--- src/rtl/countn_updown.sv ---
// ---------------------------------------------------------------------------
// countn_updown
//
// Parametrised modulo-MOD up/down counter with count enable, synchronous
// clear and load, a combinational terminal-count output for cascading, a
// registered wrap pulse, and an optional one-shot mode that stops at the
// terminal value and holds a DONE state until cleared or loaded.
//
// Parameters
//   counting modulus MOD: CNT ranges 0..MOD-1 (legal 2..2**WIDTH)
//   WIDTH    width of CNT and load_val
//   ONESHOT  0 = wrap continuously, 1 = stop after the wrap edge in DONE
//   WRAP_W   width of WRAPS (only meaningful with COUNTN_WRAPCNT_EN)
//
// Ports
//   clk       in   rising-edge clock
//   rst       in   asynchronous reset, active-high
//   en        in   count enable, one step per clock when high
//   up        in   direction, 1 = up, 0 = down
//   clr       in   synchronous clear to 0 (also leaves DONE)
//   load      in   synchronous load of load_val (also leaves DONE)
//   load_val  in   load value, values >= MOD clamp to MOD-1
//   CNT       out  registered count
//   TC        out  combinational terminal count: en & CNT at terminal & RUN
//   WRAP      out  registered one-cycle pulse, the cycle after CNT wrapped
//   DONE      out  registered, high in the DONE state (ONESHOT=1 only)
//   WRAPS     out  saturating wrap counter (only with COUNTN_WRAPCNT_EN)
//
// Build option
//   COUNTN_WRAPCNT_EN  when defined, adds the WRAPS port and its counter.
//                      WRAPS is cleared by rst and clr, unaffected by load.
// ---------------------------------------------------------------------------
module countn_updown #(
    parameter int MOD     = 7,
    parameter int WIDTH   = 3,
    parameter int ONESHOT = 0,
    parameter int WRAP_W  = 8
) (
    input  logic             clk,
    input  logic             rst,
    input  logic             en,
    input  logic             up,
    input  logic             clr,
    input  logic             load,
    input  logic [WIDTH-1:0] load_val,
    output logic [WIDTH-1:0] CNT,
    output logic             TC,
    output logic             WRAP,
    output logic             DONE
`ifdef COUNTN_WRAPCNT_EN
    ,
    output logic [WRAP_W-1:0] WRAPS
`endif
);

    typedef enum logic {
        ST_RUN  = 1'b0,
        ST_DONE = 1'b1
    } state_t;

    // Modulus held in WIDTH+1 bits so MOD = 2**WIDTH is representable.
    localparam logic [WIDTH:0]   MOD_W   = (WIDTH+1)'(MOD);
    localparam logic [WIDTH-1:0] TERM_UP = WIDTH'(MOD - 1);

    state_t           state;
    state_t           state_next;
    logic [WIDTH-1:0] cnt_next;
    logic             wrap_event;

    logic [WIDTH:0]   cnt_inc;
    logic             at_top;
    logic             at_bot;
    logic             at_term;
    logic [WIDTH-1:0] load_clamped;

    // Terminal detection. The increment is done one bit wider so that the
    // top value MOD-1 = 2**WIDTH-1 is detected without overflow.
    always_comb begin
        cnt_inc = {1'b0, CNT} + (WIDTH+1)'(1);
        at_top  = (cnt_inc == MOD_W);
        at_bot  = (CNT == '0);
        at_term = up ? at_top : at_bot;
    end

    // Out-of-range load values saturate to the top of the count range.
    always_comb begin
        if ({1'b0, load_val} >= MOD_W)
            load_clamped = TERM_UP;
        else
            load_clamped = load_val;
    end

    // TC is gated by rst because the reset value 0 is the down terminal.
    assign TC = ~rst & en & at_term & (state == ST_RUN);

    // Next-state logic. Priority: clr > load > en.
    always_comb begin
        // NOTE: every signal gets a default before any branch so no path
        // leaves it unassigned; otherwise synthesis infers a latch.
        cnt_next   = CNT;
        state_next = state;
        wrap_event = 1'b0;

        if (clr) begin
            cnt_next   = '0;
            state_next = ST_RUN;
        end else if (load) begin
            cnt_next   = load_clamped;
            state_next = ST_RUN;
        end else if (en && (state == ST_RUN)) begin
            wrap_event = at_term;
            if (up)
                cnt_next = at_top ? '0 : cnt_inc[WIDTH-1:0];
            else
                cnt_next = at_bot ? TERM_UP : (CNT - WIDTH'(1));
            // One-shot: the wrapping edge still takes the wrapped value,
            // then the counter parks in DONE.
            if (at_term && (ONESHOT != 0))
                state_next = ST_DONE;
        end
    end

    // NOTE: sequential state uses non-blocking assignments so every flop
    // samples pre-edge values regardless of process evaluation order.
    always_ff @(posedge clk or posedge rst) begin
        if (rst) begin
            state <= ST_RUN;
            CNT   <= '0;
            WRAP  <= 1'b0;
        end else begin
            state <= state_next;
            CNT   <= cnt_next;
            WRAP  <= wrap_event;
        end
    end

    assign DONE = (ONESHOT != 0) && (state == ST_DONE);

`ifdef COUNTN_WRAPCNT_EN
    always_ff @(posedge clk or posedge rst) begin
        if (rst)
            WRAPS <= '0;
        else if (clr)
            WRAPS <= '0;
        else if (wrap_event && (WRAPS != '1))
            WRAPS <= WRAPS + WRAP_W'(1);
    end
`endif

endmodule

--- config.mk ---
export PLATFORM = sky130hd
export DESIGN_NAME = countn_updown
export DESIGN_NICKNAME = d
export VERILOG_FILES = /design/src/rtl/countn_updown.sv
export SDC_FILE = /design/constraint.sdc
export NUM_CORES = 1
export LEC_CHECK = 0
export CAP_MARGIN = 20
export CORE_UTILIZATION = 30
export CTS_BUF_LIST = sky130_fd_sc_hd__clkbuf_4 sky130_fd_sc_hd__clkbuf_8 sky130_fd_sc_hd__clkbuf_16
export DETAILED_ROUTE_END_ITERATION = 10
export DONT_BUFFER_PORTS = 1
export PLACE_DENSITY = 0.45
export SYNTH_ARGS = -nofsm -noshare
export SYNTH_HDL_FRONTEND = slang
export SYNTH_SLANG_ARGS = --single-unit
--- constraint.sdc ---
create_clock -name clk -period 1.71 [get_ports clk]
set_input_delay 0.2565 -clock clk [delete_from_list [all_inputs] [get_ports clk]]
set_output_delay 0.2565 -clock clk [all_outputs]
set_load 0.01 [all_outputs]
# Word level (Yosys, flattened, before mapping)
# Cells that the tools add are included.
# classes
n_lt_le_gt_ge	1
bitwise_logic	5
mux	13
n_eq_ne	1
add_sub_neg	2
n_reduce_logical	4
# op_table
operator	count
3-bit two-way mux	7
1-bit two-way mux	6
3-bit by 1-bit adder with 4-bit output (second input constant)	1
4-bit by 3-bit == test with 1-bit output (second input constant)	1
1-bit AND	3
3-bit greater-or-equal comparator (second input constant)	1
3-bit zero test	1
3-bit nonzero test	1
3-bit by 1-bit subtractor with 3-bit output (second input constant)	1
1-bit NOT	2
2-bit nonzero test	1
1-bit logical AND	1
# totals
output_inout_bits	6
reg_bits	5
inputBits	9

# Logic depth before layout (Yosys ltp)
# depth
depth_word	7
depth_mapped	6

# Worst setup path before layout
# OpenSTA, ideal clock, no wires.
# synth_timing
kind	reg-to-output
start	reg CNT[0]
end	out TC
path_stages_with_launch	7
arrival_ns	1.348
setup_slack_ns	0.105
required_time_ns	1.454
n_path_buf	0
path_cell_list	dfrtp_1 inv_1 ha_1 nand2b_1 o21a_1 a31oi_1 and3_1
# synth_via
elab_chain_len	5
# synth_rtl
element	line_no	rtl
start: declaration	46	output logic [WIDTH-1:0] CNT,
start signal: assignment	132	CNT <= cnt_next;
3-bit by 1-bit adder with 4-bit output	79	cnt_inc = {1'b0, CNT} + (WIDTH+1)'(1);
4-bit by 3-bit == test with 1-bit output	80	at_top = (cnt_inc == MOD_W);
1-bit two-way mux *	82	at_term = up ? at_top : at_bot;
1-bit AND * (2 in series)	94	assign TC = ~rst & en & at_term & (state == ST_RUN);
end: declaration	47	output logic TC,
# Mark *: on every way between the ends. The rest lies on a longest branch, timed or not.

# Final worst setup path
# Ends and elaborated chain as after synthesis.

==> summary.md <==
* initial antenna violation count: 0
* family with the most delay on the worst path: flip-flops
* total number of placement rows: 13
* Final Slew Violations: 0
* Critical Setup Path Class: reg2out
* placed insts: 70
* Setup crit start kind: register
* clock input transition at the sequential cells of the worst setup and hold paths: 0.04 ns
* die boundary width: 39.2 µm
* post-route non-filler standard cell count: 79
* area taken by flip-flops and latches: 103 µm²
* crit path capture type: output pin
* post-route antenna net violation count: 0
* GRT Resource Usage Total: 17.6%
* pin count of the biggest net entering global routing: 11
* switching pwr: 0.133 mW
* Floorplan Core Area: 1300 µm²
* Setup crit start: CNT[0]
* net count after synthesis: 63
* fraction of registers with async set/reset: 100%
* internal power of the cells: 0.287 mW
* DR vias/cell: 5.28
* wire length per cell: 13.7 µm
* multi-input gate area in the final layout: 305 µm²
* Post-Syn Area: 415 µm²
* Worst VDD drop: 219 µV
* commonest cells after routing, fill and taps aside: 12 x sky130_fd_sc_hd__buf_4, 4 x sky130_fd_sc_hd__nand2_1, 4 x sky130_fd_sc_hd__inv_1, 4 x sky130_fd_sc_hd__a21oi_1
* total DRC errors in the routed layout: 0
* Critical Path Slowest Stage Cell: sky130_fd_sc_hd__dfrtp_2
* unrepaired setup endpoints after global routing: true
* max-capacitance violation count: 0
* number of synthesized flops with an enable pin: 0
* WP data required: 1.45 ns
* Pre-antenna DRT Iters: 4
* FILL cells: 144
* vertical extent of the die: 39.2 µm
* DR iter-0 viols: 11
* Diodes inserted: 0
* Worst path max stage delay: 0.44 ns
* run status: finished with violations
* share of the clock period used by the worst path after layout: 104%
* power per cell area: 732 nW/µm²
* Post-Route Skew: 0.00403 ns
* fin worst setup slack: -0.0625 ns
* Initial Utilization: 31.9%
* clock insertion delay at the later pin of the skew report: 0.23 ns
* arrival time at the worst endpoint: 1.52 ns
* total clock buffers created by CTS: 3
* count of final hold-check violations: 0
* master cell of the clock root buffer: sky130_fd_sc_hd__clkbuf_4
* Final setup viols: 1
* number of global-route vias before repair: 408
* clock sinks: 4
* total I/O pin count: 15
* Routed Wire Length: 1.08 mm
* Buf/Inv on CP: 1
* area delta synth->final: 38.3%
* Crit Path Max Fanout: 4
* number of register bits inferred by synthesis: 4
* launch instance of the worst min-delay path: clr
* layout cell share with drive strength beyond 1: 43.8%
* crit-path cells: inv_4 -> ha_4 -> nand2b_4 -> o21a_1 -> a31oi_2 -> and3_4
* IO Port Bufs: 0
* estimated wirelength of the detail-placed design: 837 µm
* total leakage power: 0.257 nW
* first-pass GRT wire length: 1.70 mm
* count of mapped cells out of synthesis: 50
* Ys Warns: 0
* post-placement setup slack: -0.0205 ns
* grt total ovfl: 0
* maximum frequency from static timing analysis: 564 MHz
* number of H-tree levels: 1
* violated checks: negative setup slack
* switching fraction of total power: 31.7%
* vias post-DR: 417
* most common cell after layout, fill and taps aside: sky130_fd_sc_hd__buf_4
* number of buffers between clock root and the deepest sink: 2
* final critical path time including I/O delays and setup: 1.77 ns
* Comb power frac: 44.3%
* share of power burned in registers: 28.4%
* full die area: 1540 µm²
* min-delay worst type: in2reg
* number of nets in the final layout: 79
* clock power share: 27.3%
* Unique masters post-synth: 26
* flip-flop cell with the highest count after synthesis: sky130_fd_sc_hd__dfrtp_1
* R2R Path Start: CNT[0]
* mean instance size in the synthesized netlist: 8.31 µm²
* GPL Wtd Cong: 0.752
* clock tree from TritonCTS: built
* part of the Yosys area used for sequential elements: 24.1%
[registers in the layout, summed over array words and instances, names as in the netlist]
| name | count |
|---|---|
| CNT | 3 |
| WRAP | 1 |
[what timing repair did]
action | CTS | global route
hold buffers | 1 | 0
hold endpoints to repair | 4 | 0
setup endpoints to repair | 1 | 2
pin swaps | 3 | 1
gates resized for setup | 7 | 3
setup buffers | 4 | 1
[final timing paths]
check                           endpoint  slack, ns  depth (start not counted)
worst max-delay path                  TC      -0.06                          6
worst max register to register    CNT[2]       0.11                          7
worst min-delay path              CNT[2]       0.14                          1
min in group asynchronous         CNT[1]       0.36                          2
max in group asynchronous         CNT[0]       1.17                          2
worst min register to register    CNT[2]       0.65                          2
[cell type report]
type | instances | share of cell area, %
multi-input combinational | 38 | 53.2
sequential | 4 | 17.9
timing repair buffer | 13 | 17.4
inverter | 6 | 4.36
clock buffer | 3 | 3.92
tap | 15 | 3.27
[worst register-to-register path: stages (launching register included)]
cell	delay (ns)
sky130_fd_sc_hd__dfrtp_2	0.41
sky130_fd_sc_hd__inv_4	0.06
sky130_fd_sc_hd__buf_4	0.13
sky130_fd_sc_hd__ha_1	0.21
sky130_fd_sc_hd__nor3_2	0.10
sky130_fd_sc_hd__a21oi_1	0.07
sky130_fd_sc_hd__a2111oi_2	0.38
sky130_fd_sc_hd__o31ai_1	0.12
[power by group through the flow]
| stage | logic [mW] | clock network, mW | registers (mW) |
|---|---|---|---|
| global placement | 0.137 | 0 | 0.119 |
| detailed placement | 0.137 | 0 | 0.118 |
| global route | 0.207 | 0.124 | 0.122 |
| finish | 0.186 | 0.115 | 0.119 |
| floorplan | 0.0889 | 0 | 0.119 |
| CTS | 0.177 | 0.119 | 0.119 |
[stage by stage]
step           utilization, %  hold slack [ns]  TNS, ns  area (µm²)  total power [mW]
4_1_cts                  42.6            0.134  -0.0748         554             0.416
3_5_place_dp             36.0           0.0540  -0.0205         468             0.255
5_1_grt                  44.1            0.142   -0.119         574             0.453
6_report                 44.1            0.141  -0.0625         574             0.420
3_3_place_gp             36.0           0.0468  -0.0305         468             0.256
2_1_floorplan               -           0.0279        0         415             0.208
[synthesized netlist by cell type (all sizes together) (2+ instances only)]
cell / count / area share, %
a21oi: 4 / 4.8
a31oi: 2 / 3.0
and3: 2 / 3.0
buf: 2 / 4.5
dfrtp: 4 / 24
ha: 4 / 12
inv: 6 / 5.4
nand2: 4 / 3.6
nand2b: 2 / 3.0
nand3b: 2 / 3.6
nor2: 2 / 1.8
nor3: 3 / 6.0
o21ai: 2 / 2.4
[logic make-up after synthesis]
logic type	share of synthesized area, %
AND/OR/NAND/NOR	25.6
buffers and inverters	9.94
other	0.903
flip-flops	24.1
adder cells (fa/ha/maj)	12.0
AO/OA/AOI/OAI	27.4
[routing by layer]
metal,wire length (µm),global-route usage (%),share of wire (%)
met1,463,19.5,43
met5,0,0,0
met3,62,2.31,5.7
met4,19,15.5,1.8
met2,538,28.7,50
Note: power is estimated with default switching activity, not from simulation.
